### src/rtl/parity_fifo_v2.sv
// Parity-protected synchronous FIFO with first-word fall-through, arbitrary depth,
// selectable parity polarity and corrupt-head handling (none / drop / flag).
module parity_fifo_v2 #(
  parameter int DATA_WIDTH    = 32,
  parameter int FIFO_DEPTH    = 4,
  parameter int EVEN_ODD      = 0,
  parameter int PARITY_MODE   = 1,
  parameter int AFULL_THRESH  = FIFO_DEPTH - 1,
  parameter int AEMPTY_THRESH = 1,
  parameter int ERR_CNT_WIDTH = 8
) (
  input  logic                             clk,
  input  logic                             rst,
  input  logic                             clear_i,
  input  logic [DATA_WIDTH:0]              push_data_i,
  input  logic                             push_valid_i,
  output logic                             push_grant_o,
  input  logic                             pop_grant_i,
  output logic [DATA_WIDTH:0]              pop_data_o,
  output logic                             pop_valid_o,
  output logic                             pop_err_o,
  output logic [$clog2(FIFO_DEPTH+1)-1:0]  count_o,
  output logic                             almost_full_o,
  output logic                             almost_empty_o,
  output logic                             overflow_o,
  output logic                             underflow_o,
  output logic [ERR_CNT_WIDTH-1:0]         err_count_o
);

  localparam int CW = $clog2(FIFO_DEPTH + 1);
  localparam int PW = $clog2(FIFO_DEPTH);
  localparam logic [CW-1:0] DEPTH_C = CW'(FIFO_DEPTH);
  localparam logic [CW-1:0] AF_C    = CW'(AFULL_THRESH);
  localparam logic [CW-1:0] AE_C    = CW'(AEMPTY_THRESH);
  localparam logic [PW-1:0] LAST_C  = PW'(FIFO_DEPTH - 1);

  typedef enum logic [1:0] {
    MODE_NONE = 2'd0,
    MODE_DROP = 2'd1,
    MODE_FLAG = 2'd2
  } mode_e;

  localparam logic [1:0] MODE_BITS = PARITY_MODE[1:0];
  localparam mode_e      MODE      = mode_e'(MODE_BITS);
  localparam logic       POL       = EVEN_ODD[0];

  logic [DATA_WIDTH:0]    r_mem [FIFO_DEPTH];
  logic [PW-1:0]          r_wptr;
  logic [PW-1:0]          r_rptr;
  logic [CW-1:0]          r_count;
  logic                   r_ovf;
  logic                   r_unf;
  logic [ERR_CNT_WIDTH-1:0] r_err_cnt;

  logic [DATA_WIDTH:0]    w_head;
  logic                   w_nonempty;
  logic                   w_head_bad;
  logic                   w_pop_valid;
  logic                   w_discard;
  logic                   w_pop;
  logic                   w_push_grant;
  logic                   w_push;

  // Wrap by compare so non-power-of-two depths index only valid entries.
  function automatic logic [PW-1:0] next_ptr(input logic [PW-1:0] p);
    return (p == LAST_C) ? '0 : p + PW'(1);
  endfunction

  always_comb begin
    w_head       = r_mem[r_rptr];
    w_nonempty   = (r_count != '0);
    w_head_bad   = w_nonempty && (MODE != MODE_NONE) && ((^w_head) != POL);
    w_pop_valid  = w_nonempty && !((MODE == MODE_DROP) && w_head_bad);
    w_discard    = (MODE == MODE_DROP) && w_head_bad && pop_grant_i;
    w_pop        = (w_pop_valid && pop_grant_i) || w_discard;
    w_push_grant = !rst && (r_count < DEPTH_C);
    w_push       = push_valid_i && w_push_grant;
  end

  always_ff @(posedge clk) begin
    if (w_push && !clear_i) begin
      r_mem[r_wptr] <= push_data_i;
    end
  end

  always_ff @(posedge clk) begin
    if (rst) begin
      r_wptr    <= '0;
      r_rptr    <= '0;
      r_count   <= '0;
      r_ovf     <= 1'b0;
      r_unf     <= 1'b0;
      r_err_cnt <= '0;
    end else if (clear_i) begin
      r_wptr  <= '0;
      r_rptr  <= '0;
      r_count <= '0;
      r_ovf   <= 1'b0;
      r_unf   <= 1'b0;
    end else begin
      if (w_push) r_wptr <= next_ptr(r_wptr);
      if (w_pop)  r_rptr <= next_ptr(r_rptr);
      case ({w_push, w_pop})
        2'b10:   r_count <= r_count + CW'(1);
        2'b01:   r_count <= r_count - CW'(1);
        default: r_count <= r_count;
      endcase
      r_ovf <= push_valid_i && !w_push_grant;
      r_unf <= pop_grant_i && !w_nonempty && !w_push;
      if (w_pop && w_head_bad && (r_err_cnt != '1)) begin
        r_err_cnt <= r_err_cnt + ERR_CNT_WIDTH'(1);
      end
    end
  end

  assign push_grant_o   = w_push_grant;
  assign pop_valid_o    = w_pop_valid;
  assign pop_data_o     = w_pop_valid ? w_head : '0;
  assign pop_err_o      = (MODE == MODE_FLAG) && w_head_bad;
  assign count_o        = r_count;
  assign almost_full_o  = (r_count >= AF_C);
  assign almost_empty_o = (r_count <= AE_C);
  assign overflow_o     = r_ovf;
  assign underflow_o    = r_unf;
  assign err_count_o    = r_err_cnt;

endmodule

### config.mk
export PLATFORM = sky130hd
export DESIGN_NAME = parity_fifo_v2
export DESIGN_NICKNAME = d
export VERILOG_FILES = /design/src/rtl/parity_fifo_v2.sv
export SDC_FILE = /design/constraint.sdc
export NUM_CORES = 1
export LEC_CHECK = 0
export BUFFER_PORTS_ARGS = -buffer_cell sky130_fd_sc_hd__buf_2
export CAP_MARGIN = 40
export CORE_MARGIN = 2
export CORE_UTILIZATION = 40
export CTS_CLUSTER_DIAMETER = 40
export DETAILED_ROUTE_END_ITERATION = 6
export GPL_TIMING_DRIVEN = 0
export PLACE_DENSITY_LB_ADDON = 0.15
export SLEW_MARGIN = 40
export SYNTH_ARGS = -nofsm -noshare
export SYNTH_HDL_FRONTEND = slang
export SYNTH_SLANG_ARGS = --single-unit
### constraint.sdc
create_clock -name clk -period 7.9 [get_ports clk]
set_input_delay 1.58 -clock clk [delete_from_list [all_inputs] [get_ports clk]]
set_output_delay 1.58 -clock clk [all_outputs]
set_load 0.02 [all_outputs]
Word level (Yosys, flattened, before mapping) --
Memories as Yosys holds them, arrays and structs flattened. A register that Yosys moved wholly into a read port is not among the register bits. Index checks and enable logic that the tools add are counted.
Storage, ports and cells: memories 1, word-level logic and storage cells 53, register bits 17, RAM bits 132
Memories:
- r_mem | depth 4, bits a word 33, rd ports 1, clocked after Yosys merged registers in 1, wr ports 1, RTL line 47 | logic [DATA_WIDTH:0] r_mem [FIFO_DEPTH];
Operators by class: bitwise gates (word level) 1, reductions and logical operators 24, multiplexer cells 8, equal/unequal tests 5, $lt $le $gt $ge 3, add/sub/neg operators 5
Operators with widths (number):
- 2-to-1 mux 33 bit | 1
- parity 33 bit | 1
- logical AND 1 bit | 12
- adder 8 x 1 -> 8 bit, second input constant | 1
- 2-to-1 mux 2 bit | 4
- inequality test 8 bit, second input constant | 1
- == test 2 bit, second input constant | 3
- logical NOT 1 bit | 6
- one-hot mux 3 bit (2 select lines) | 1
- adder 2 x 1 -> 2 bit, second input constant | 2
- adder 3 x 1 -> 3 bit, second input constant | 1
- >= comparator 3 x 2 -> 1 bit, second input constant | 1
- <= comparator 3 x 1 -> 1 bit, second input constant | 1
- less-than comparator 3 bit, second input constant | 1
- nonzero test 3 bit | 1
- subtractor 3 x 1 -> 3 bit, second input constant | 1
- == test 2 x 1 -> 1 bit, second input constant | 1
- 2-to-1 mux 1 bit | 2
- AND reduction 2 bit | 1
- nonzero test 2 bit | 1
- OR reduction 2 bit | 1
- logical OR 1 bit | 1
- NOT 1 bit | 1

Depth between registers and ports, before layout --
Gate-level depths: netlist of the first run.
word-level depth 9, gate-level depth with buffers 11, depth with buffers taken out 10

Least setup slack after synthesis of the first run --
Ideal clock, no wire load.
kind reg-to-output, start point register with a tool-made name, end point output pop_data_o[10], buffers on the path 3, data arrival time 3.187 ns, cell stages (with the launch flop) 12, setup slack 3.133 ns, cells stage by stage dfxtp_1 buf_6 buf_6 mux4_1 xnor2_1 xnor2_1 xnor2_2 xnor2_1 xnor2_4 xor2_4 buf_6 nor3b_1
RTL lines:
- end: declaration | RTL line 19 | output logic [DATA_WIDTH:0] pop_data_o,

==> out/qor.txt, run 1 <==
crit start category -> flip-flop
gr usage total -> 15.9%
gpl congestion -> 0.754
first-pass iteration count of the detailed router -> 4
layout cells sized above 1 -> 35.0%
final WL -> 13,400 um
Post-CTS Hold Buffers -> 0
clock sink count -> 151
area delta synth->final -> 21.0%
Hold Path Origin -> r_wptr[1]$_SDFFE_PP0P_
crit-path max FO -> 10
Hold Vio Cnt, Final -> 0
# H-tree levels -> 4
syn avg cell area -> 17.4 sq um
die height -> 132 um
later-pin clock latency in the skew report -> 420 ps
post-synthesis register bit count -> 151
Finished Layout Cells -> 718
synth warn -> 0
ys flop type -> edfxtp_1
Vias per Instance -> 4.95
Max clock buf depth -> 2
Crit Path Class -> reg2out
num rows -> 46
class of the worst hold path -> reg2reg
hold path depth -> 2
critical path data arrival time -> 4070 ps
PwrDens -> 259 nW/um^2
RSZ-0062 raised after global routing -> false
reg2reg path depth -> 10
Placed Cells -> 684
endpoint class of the critical path -> output pin
post-route ant nets -> 0
max-capacitance violation count -> 0
pin count of the biggest net entering global routing -> 27
die area -> 17,500 sq um
crit-path cells -> buf_6, buf_6, mux4_1, xor2_1, xnor2_1, xnor2_1, xnor2_1, xnor2_4, xor2_4, buf_6, nor3b_1, buf_2
slew margin rel. -> 53.3%
DRC Markers -> 0
Initial Utilization -> 41.2%
top cell type's share of synthesized area -> 60.2%
Slowest-stage cell, CP -> mux4_1
number of I/O pins -> 89
fmax -> 177 MHz
Reg clk slew, reported paths -> 60 ps
TritonCTS Buffers -> 17
status -> finished, final reports clean
Worst Path Required -> 6320 ps
Seq/Total Area, Yosys -> 65.9%
final net count -> 536
1st-iter DRT viols -> 158
Post-Place Setup Slack -> 2710 ps
Synth cell types -> 37
Hold EP -> r_wptr[1]$_SDFFE_PP0P_
Final WS setup -> 2250 ps
power consumption -> 2.07 mW
PostCTS Resize Cnt -> 0
Final Skew -> 6.06 ps
vias in the first global route -> 3,678
CTS root buffer -> clkbuf_16
Critical R2R Capture -> err_count_o[0]$_SDFFE_PP0P_
global-route wire length before repair -> 20,400 um
CTS tree -> yes
reg2reg setup slack -> 4420 ps
dpl hpwl -> 9030 um
Vias -> 3,557
Setup Fix Bufs, Post-CTS -> 0
fin. max-slew vios -> 0
Synth area leader -> edfxtp_1
Tmin final -> 5650 ps
Post-Syn Area -> 6590 sq um
final period utilization -> 71.5%
port bufs -> 86
Leak -> 2.84 nW
Synth Net Count -> 427
final setup fails -> 0
Core ar. -> 16,000 sq um
post-synthesis async set-or-reset flop share -> 0%
number of antenna violations at the first check in global routing -> 1
largest cells by area after synthesis -> edfxtp_1 60%, mux4_2 7.9%, dfxtp_1 5.8%
WL per Instance -> 18.6 um
Post-synth EDFFs -> 132
Worst path max stage delay -> 680 ps
maximum VDD drop -> 188 uV
fin util -> 49.8%
Die Wd -> 132 um
global route total overflow -> 0
post-synthesis cell count -> 378
TNS Setup -> 0 ps
worst-margin pin slew -> 700 ps
-- Yosys cell counts, types with 2 or more instances --
cell	number
a21oi_1	4
and2_1	5
and3_1	4
buf_2	3
buf_6	7
clkbuf_1	9
dfxtp_1	19
edfxtp_1	132
ha_1	11
inv_1	6
mux2_2	7
mux2i_1	9
mux4_1	10
mux4_2	23
nand2_1	14
nand2b_1	4
nand3_1	2
nand4_1	2
nor2_1	19
nor2b_1	10
nor3_1	2
nor3b_1	25
nor3b_2	7
o21ai_0	2
xnor2_1	26
xor2_1	5
-- critical path: cells and delay by family (launching register included) --
| kind | cells | cell delay, ps |
|---|---|---|
| buf+inv | 4 | 740 |
| flops | 1 | 320 |
| simple gates | 1 | 340 |
| mux | 1 | 680 |
| xor+xnor | 6 | 1550 |
-- state kept, by name (all words and copies together) (netlist names), named ones only --
register	cells
overflow_o	1
count_o	3
r_wptr	2
r_rptr	2
r_mem	132
err_count_o	8
underflow_o	1
-- power by group --
part / internal, mW / switching [mW]
clock: 0.468 / 0.322
sequential: 0.875 / 0.00307
combinational: 0.152 / 0.246
-- final cells by class --
cell class / instances / area, sq um
antenna: 2 / 5.00
buffer: 20 / 135
clock buffer: 18 / 429
clock inverter: 14 / 149
fill: 1402 / 8030
inverter: 6 / 22.5
multi-input combinational: 201 / 2100
sequential: 151 / 4340
tap: 216 / 270
timing repair buffer: 90 / 518
-- through the flow --
stage | cell area [sq um] | hold slack [ps]
after floorplan | 6590 | 469
after global placement | 7290 | 492
after detailed placement | 7390 | 498
after CTS | 7960 | 506
after global routing | 7970 | 554
final | 7970 | 508
-- cell usage in the layout, fill, tap and decap left out, types with 5 or more instances in the layout --
cell       instances
clkbuf_16         17
xnor2_1           26
mux4_2            23
edfxtp_1         132
nor2b_1           10
nor2_1            19
buf_6              7
xor2_1             5
dfxtp_1           19
nor3b_1           25
ha_1              11
inv_1              6
buf_2             89
nor3b_2            7
mux2_2             7
mux2i_1            9
clkbuf_1          10
mux4_1            10
nand2_1           14
-- logic make-up after synthesis --
group	Yosys count	synth area share, %
AO/OA/AOI/OAI	9	0.798
XOR/XNOR	34	5.20
adder cells (fa/ha/maj)	11	2.09
buffers and inverters	26	2.39
flip-flops	151	65.9
multiplexers	49	14.4
other	1	0.0569
AND/OR/NAND/NOR	97	9.10
-- worst max-delay path by stage --
stage | start | endpoint | slack [ps]
after CTS | flip-flop | pop_data_o[13] | 2240
after global routing | flip-flop | pop_data_o[13] | 2020
after floorplan | flip-flop | pop_data_o[10] | 3130
after global placement | flip-flop | pop_data_o[13] | 2700
after detailed placement | flip-flop | pop_data_o[13] | 2710
final | flip-flop | pop_data_o[14] | 2250
-- per-layer routing --
layer / global-route usage [%] / vias to the layer above / routed length [um]
met4: 7.47 / 0 / 339
li1: - / 1673 / -
met2: 26.4 / 73 / 6680
met1: 19.4 / 1790 / 5900
met3: 4.00 / 21 / 464
met5: 0 / - / 0
Power figures use the tool's default switching activity.
==> inputs of run 2 (changes only) <==
- ABC_AREA: unset -> 1
- clock period: 7.9 -> 5.54 ns (I/O delays scaled with it)
==> run 2 against run 1 <==
  * Clock-buffer cell count is the same
  * Non-clock buffer count is 14 higher
  * Sequential share of layout area decreased by 5.8 points
  * Sequential cell count unchanged
  * Power is 30% higher
  * Worst hold slack worse by 6.6 ps
  * Register-to-register slack got worse by 1800 ps
  * The flow now finishes with violations (design-rule violations)
  * Final area grew 12%
  * Wire length is 40% higher
  * Clock power grew 38%
  * Utilization fell by 0.53 points
  * Setup slack lost 1300 ps
==> out/qor.txt, run 2 <==
max-capacitance violation count -> 0 (unchanged)
PwrDens -> 302 nW/um^2 (+16%)
Compound-Gate Fraction of Synth Area -> 1.74% (+0.94 points)
final net count -> 1,004 (+87%)
layout cells sized above 1 -> 20.5% (-15 points)
fin. max-slew vios -> 0 (unchanged)
endpoint class of the critical path -> output pin
gpl congestion -> 0.774 (+2.7%)
class of the worst hold path -> reg2reg
slew margin rel. -> 51.4% (-1.9 points)
crit-path cells -> inv_1, clkbuf_1, nand3_1, nand2_1, nand2_1, nand2_1, nand2_1, nand2_1, nand2_1, nand2_1, inv_1, nand2_1, nand2_1, nand2_1, nand3_2, nand2_4, inv_2, nand2_4, buf_6, nor2_2, buf_2
Area after DPL -> 8350 sq um (+13%)
number of I/O pins -> 89 (unchanged)
RSZ-0062 raised after global routing -> false
dpl hpwl -> 13,100 um (+46%)
status -> complete, but fails checks
WHS -> 501 ps (-6.56 ps)
Setup Fix Bufs, Post-CTS -> 0 (unchanged)
Final WS setup -> 934 ps (-1320 ps)
Comb power frac -> 12.8% (-6.5 points)
worst-margin pin slew -> 730 ps (+29.2 ps)
CTS tree -> yes
final period utilization -> 83.1%
post-synthesis xor/xnor area fraction -> 0.946% (-4.3 points)
met2 usage in global routing -> 32.8% (+6.5 points)
area delta synth->final -> 20.3%
Synth cell types -> 26 (-30%)
post-synthesis cell count -> 842 (+120%)
Die Wd -> 140 um (+5.9%)
Synth area leader -> edfxtp_1
pin count of the biggest net entering global routing -> 17 (-37%)
Post-Syn Area -> 7410 sq um (+12%)
syn avg cell area -> 8.80 sq um (-50%)
Finished Layout Cells -> 1,198 (+67%)
Vias -> 5,824 (+64%)
Commonest cells post-synth -> 425 x nand2_1, 132 x edfxtp_1, 81 x nand3_1
Seq pwr share -> 46.7% (+4.2 points)
Reg clk slew, reported paths -> 60 ps (about the same)
die height -> 140 um (+5.9%)
Max clock buf depth -> 2 (unchanged)
post-synthesis register bit count -> 151 (unchanged)
Hold Vio Cnt, Final -> 0 (unchanged)
DRC Markers -> 8 (+8)
final setup fails -> 0 (unchanged)
critical path data arrival time -> 3500 ps (-570 ps)
busiest layer in global routing -> met2
worst path bufs/invs -> 6 (+2)
met3 usage -> 4.48% (+0.48 points)
Tmin final -> 4610 ps
clock sink count -> 151 (unchanged)
crit-path max FO -> 10 (unchanged)
failing checks -> design-rule violations
Switching Power -> 0.715 mW (+25%)
TritonCTS Buffers -> 17 (unchanged)
num rows -> 49 (+6.5%)
Crit Path Class -> reg2out
Slowest-stage cell, CP -> clkbuf_1
ys flop type -> edfxtp_1
met1 Usage GRT -> 25.8% (+6.4 points)
fmax -> 217 MHz
crit start category -> flip-flop
largest cells by area after synthesis -> edfxtp_1 53%, nand2_1 22%, nand3_1 5.5%
Final Instance Area -> 8910 sq um (+12%)
TNS Setup -> 0 ps (unchanged)
synth warn -> 0 (unchanged)
Initial Utilization -> 41.0% (-0.20 points)
Worst path max stage delay -> 570 ps (-110 ps)
later-pin clock latency in the skew report -> 430 ps (about the same)
# H-tree levels -> 4 (unchanged)
Leak -> 4.06 nW (+43%)
port bufs -> 86 (unchanged)
die area -> 19,600 sq um (+12%)
Worst Path Required -> 4430 ps (-1890 ps)
Post-Place Setup Slack -> 1360 ps (-1350 ps)
gr usage total -> 19.6% (+3.8 points)
largest family of logic cells by synthesized area -> simple AND/OR/NAND/NOR gates
Core ar. -> 18,100 sq um (+13%)
Vias per Instance -> 4.86 (-1.9%)
Post-CTS Hold Buffers -> 0 (unchanged)
Placed Cells -> 1,165 (+70%)
delay-heaviest family, CP -> simple AND/OR/NAND/NOR gates
most common cell after layout, fill and taps aside -> nand2_1
final WL -> 18,700 um (+40%)
vias in the first global route -> 5,284 (+44%)
simple-gate share of the synthesized area -> 31.8% (+23 points)
count leader, synth -> nand2_1
Internal -> 1.98 mW (+32%)
top cell type's share of synthesized area -> 53.5% (-6.7 points)
max reg flops -> 132 (unchanged)
first-pass iteration count of the detailed router -> 7 (+3)
global route total overflow -> 0 (unchanged)
PostCTS Resize Cnt -> 0 (unchanged)
CP dominant cell by count -> nand2_1
number of antenna violations at the first check in global routing -> 1 (unchanged)
Final Skew -> 8.81 ps (+2.75 ps)
Synth Net Count -> 891 (+110%)
Biggest register -> r_mem
switch share -> 26.6% (-1.1 points)
global-route wire length before repair -> 28,800 um (+41%)
WL per Instance -> 15.6 um (-16%)
Seq/Total Area, Yosys -> 58.6% (-7.3 points)
maximum VDD drop -> 209 uV (+11%)
mux contribution to synthesized area -> 0% (-14 points)
Post-synth EDFFs -> 132 (unchanged)
1st-iter DRT viols -> 480 (+200%)
CTS root buffer -> clkbuf_16
post-route ant nets -> 0 (unchanged)
clock network fraction of total power -> 40.5% (+2.3 points)
most frequent cells in the layout -> 425 x nand2_1, 132 x edfxtp_1, 102 x buf_2, 81 x nand3_1, 42 x inv_1
post-synthesis async set-or-reset flop share -> 0% (unchanged)
adder-cell area share of the yosys netlist -> 1.86% (-0.23 points)
[run 2: changes by cell type after synthesis, sizes merged, moves of 14 or more]
cell / delta
mux4: -33
nand3: +81
inv: +42
buf: +14
xnor2: -27
nor3b: -32
nor2: +34
nand2: +414
[run 2: area by class of cell]
cell class	count	area [sq um]
buffer	30	189
fill	1716	9180
tap	229	287
inverter	48	180
clock buffer	18	429
clock inverter	14	128
timing repair buffer	94	626
sequential	151	4340
multi-input combinational	613	2730
antenna	1	2.50
[run 2: tightest hold or removal path, delay by kind of cell, from the launching register on]
| kind | cells | cell delay [ps] |
|---|---|---|
| compound gates | 1 | 50 |
| flops | 1 | 330 |
| simple gates | 1 | 70 |
[run 2: worst paths after layout]
path         cells after the start                         from  slack, ps                           to
min                              2  err_count_o[3]$_SDFFE_PP0P_        500  err_count_o[3]$_SDFFE_PP0P_
max                             21                    flip-flop        930                pop_data_o[8]
min reg2reg                      2  err_count_o[3]$_SDFFE_PP0P_        500  err_count_o[3]$_SDFFE_PP0P_
max reg2reg                     17                    flip-flop       2630  err_count_o[1]$_SDFFE_PP0P_
[run 2: per-layer routing]
metal	wire length, um	vias to the layer above
met3	812	18
met5	0	-
met2	9020	120
met4	255	0
li1	-	2955
met1	8660	2731
[run 2: power groups by stage]
stage	combinational (mW)	sequential, mW	clock, mW
after global routing	0.388	1.26	1.15
after floorplan	0.229	1.28	0
final	0.345	1.26	1.09
after CTS	0.347	1.26	1.11
after detailed placement	0.346	1.28	0
after global placement	0.333	1.28	0
[run 2: stage by stage]
stage	total power [mW]	util (%)
2_1_floorplan	1.51	-
3_3_place_gp	1.62	44.9
3_5_place_dp	1.63	46.2
4_1_cts	2.71	49.3
5_1_grt	2.80	49.3
6_report	2.69	49.3
[run 2: cells by family after synthesis]
logic type / count (synthesis)
simple gates: 570
flops: 151
buf+inv: 78
compound gates: 23
fa+ha+maj: 11
xor+xnor: 8
other cells: 1
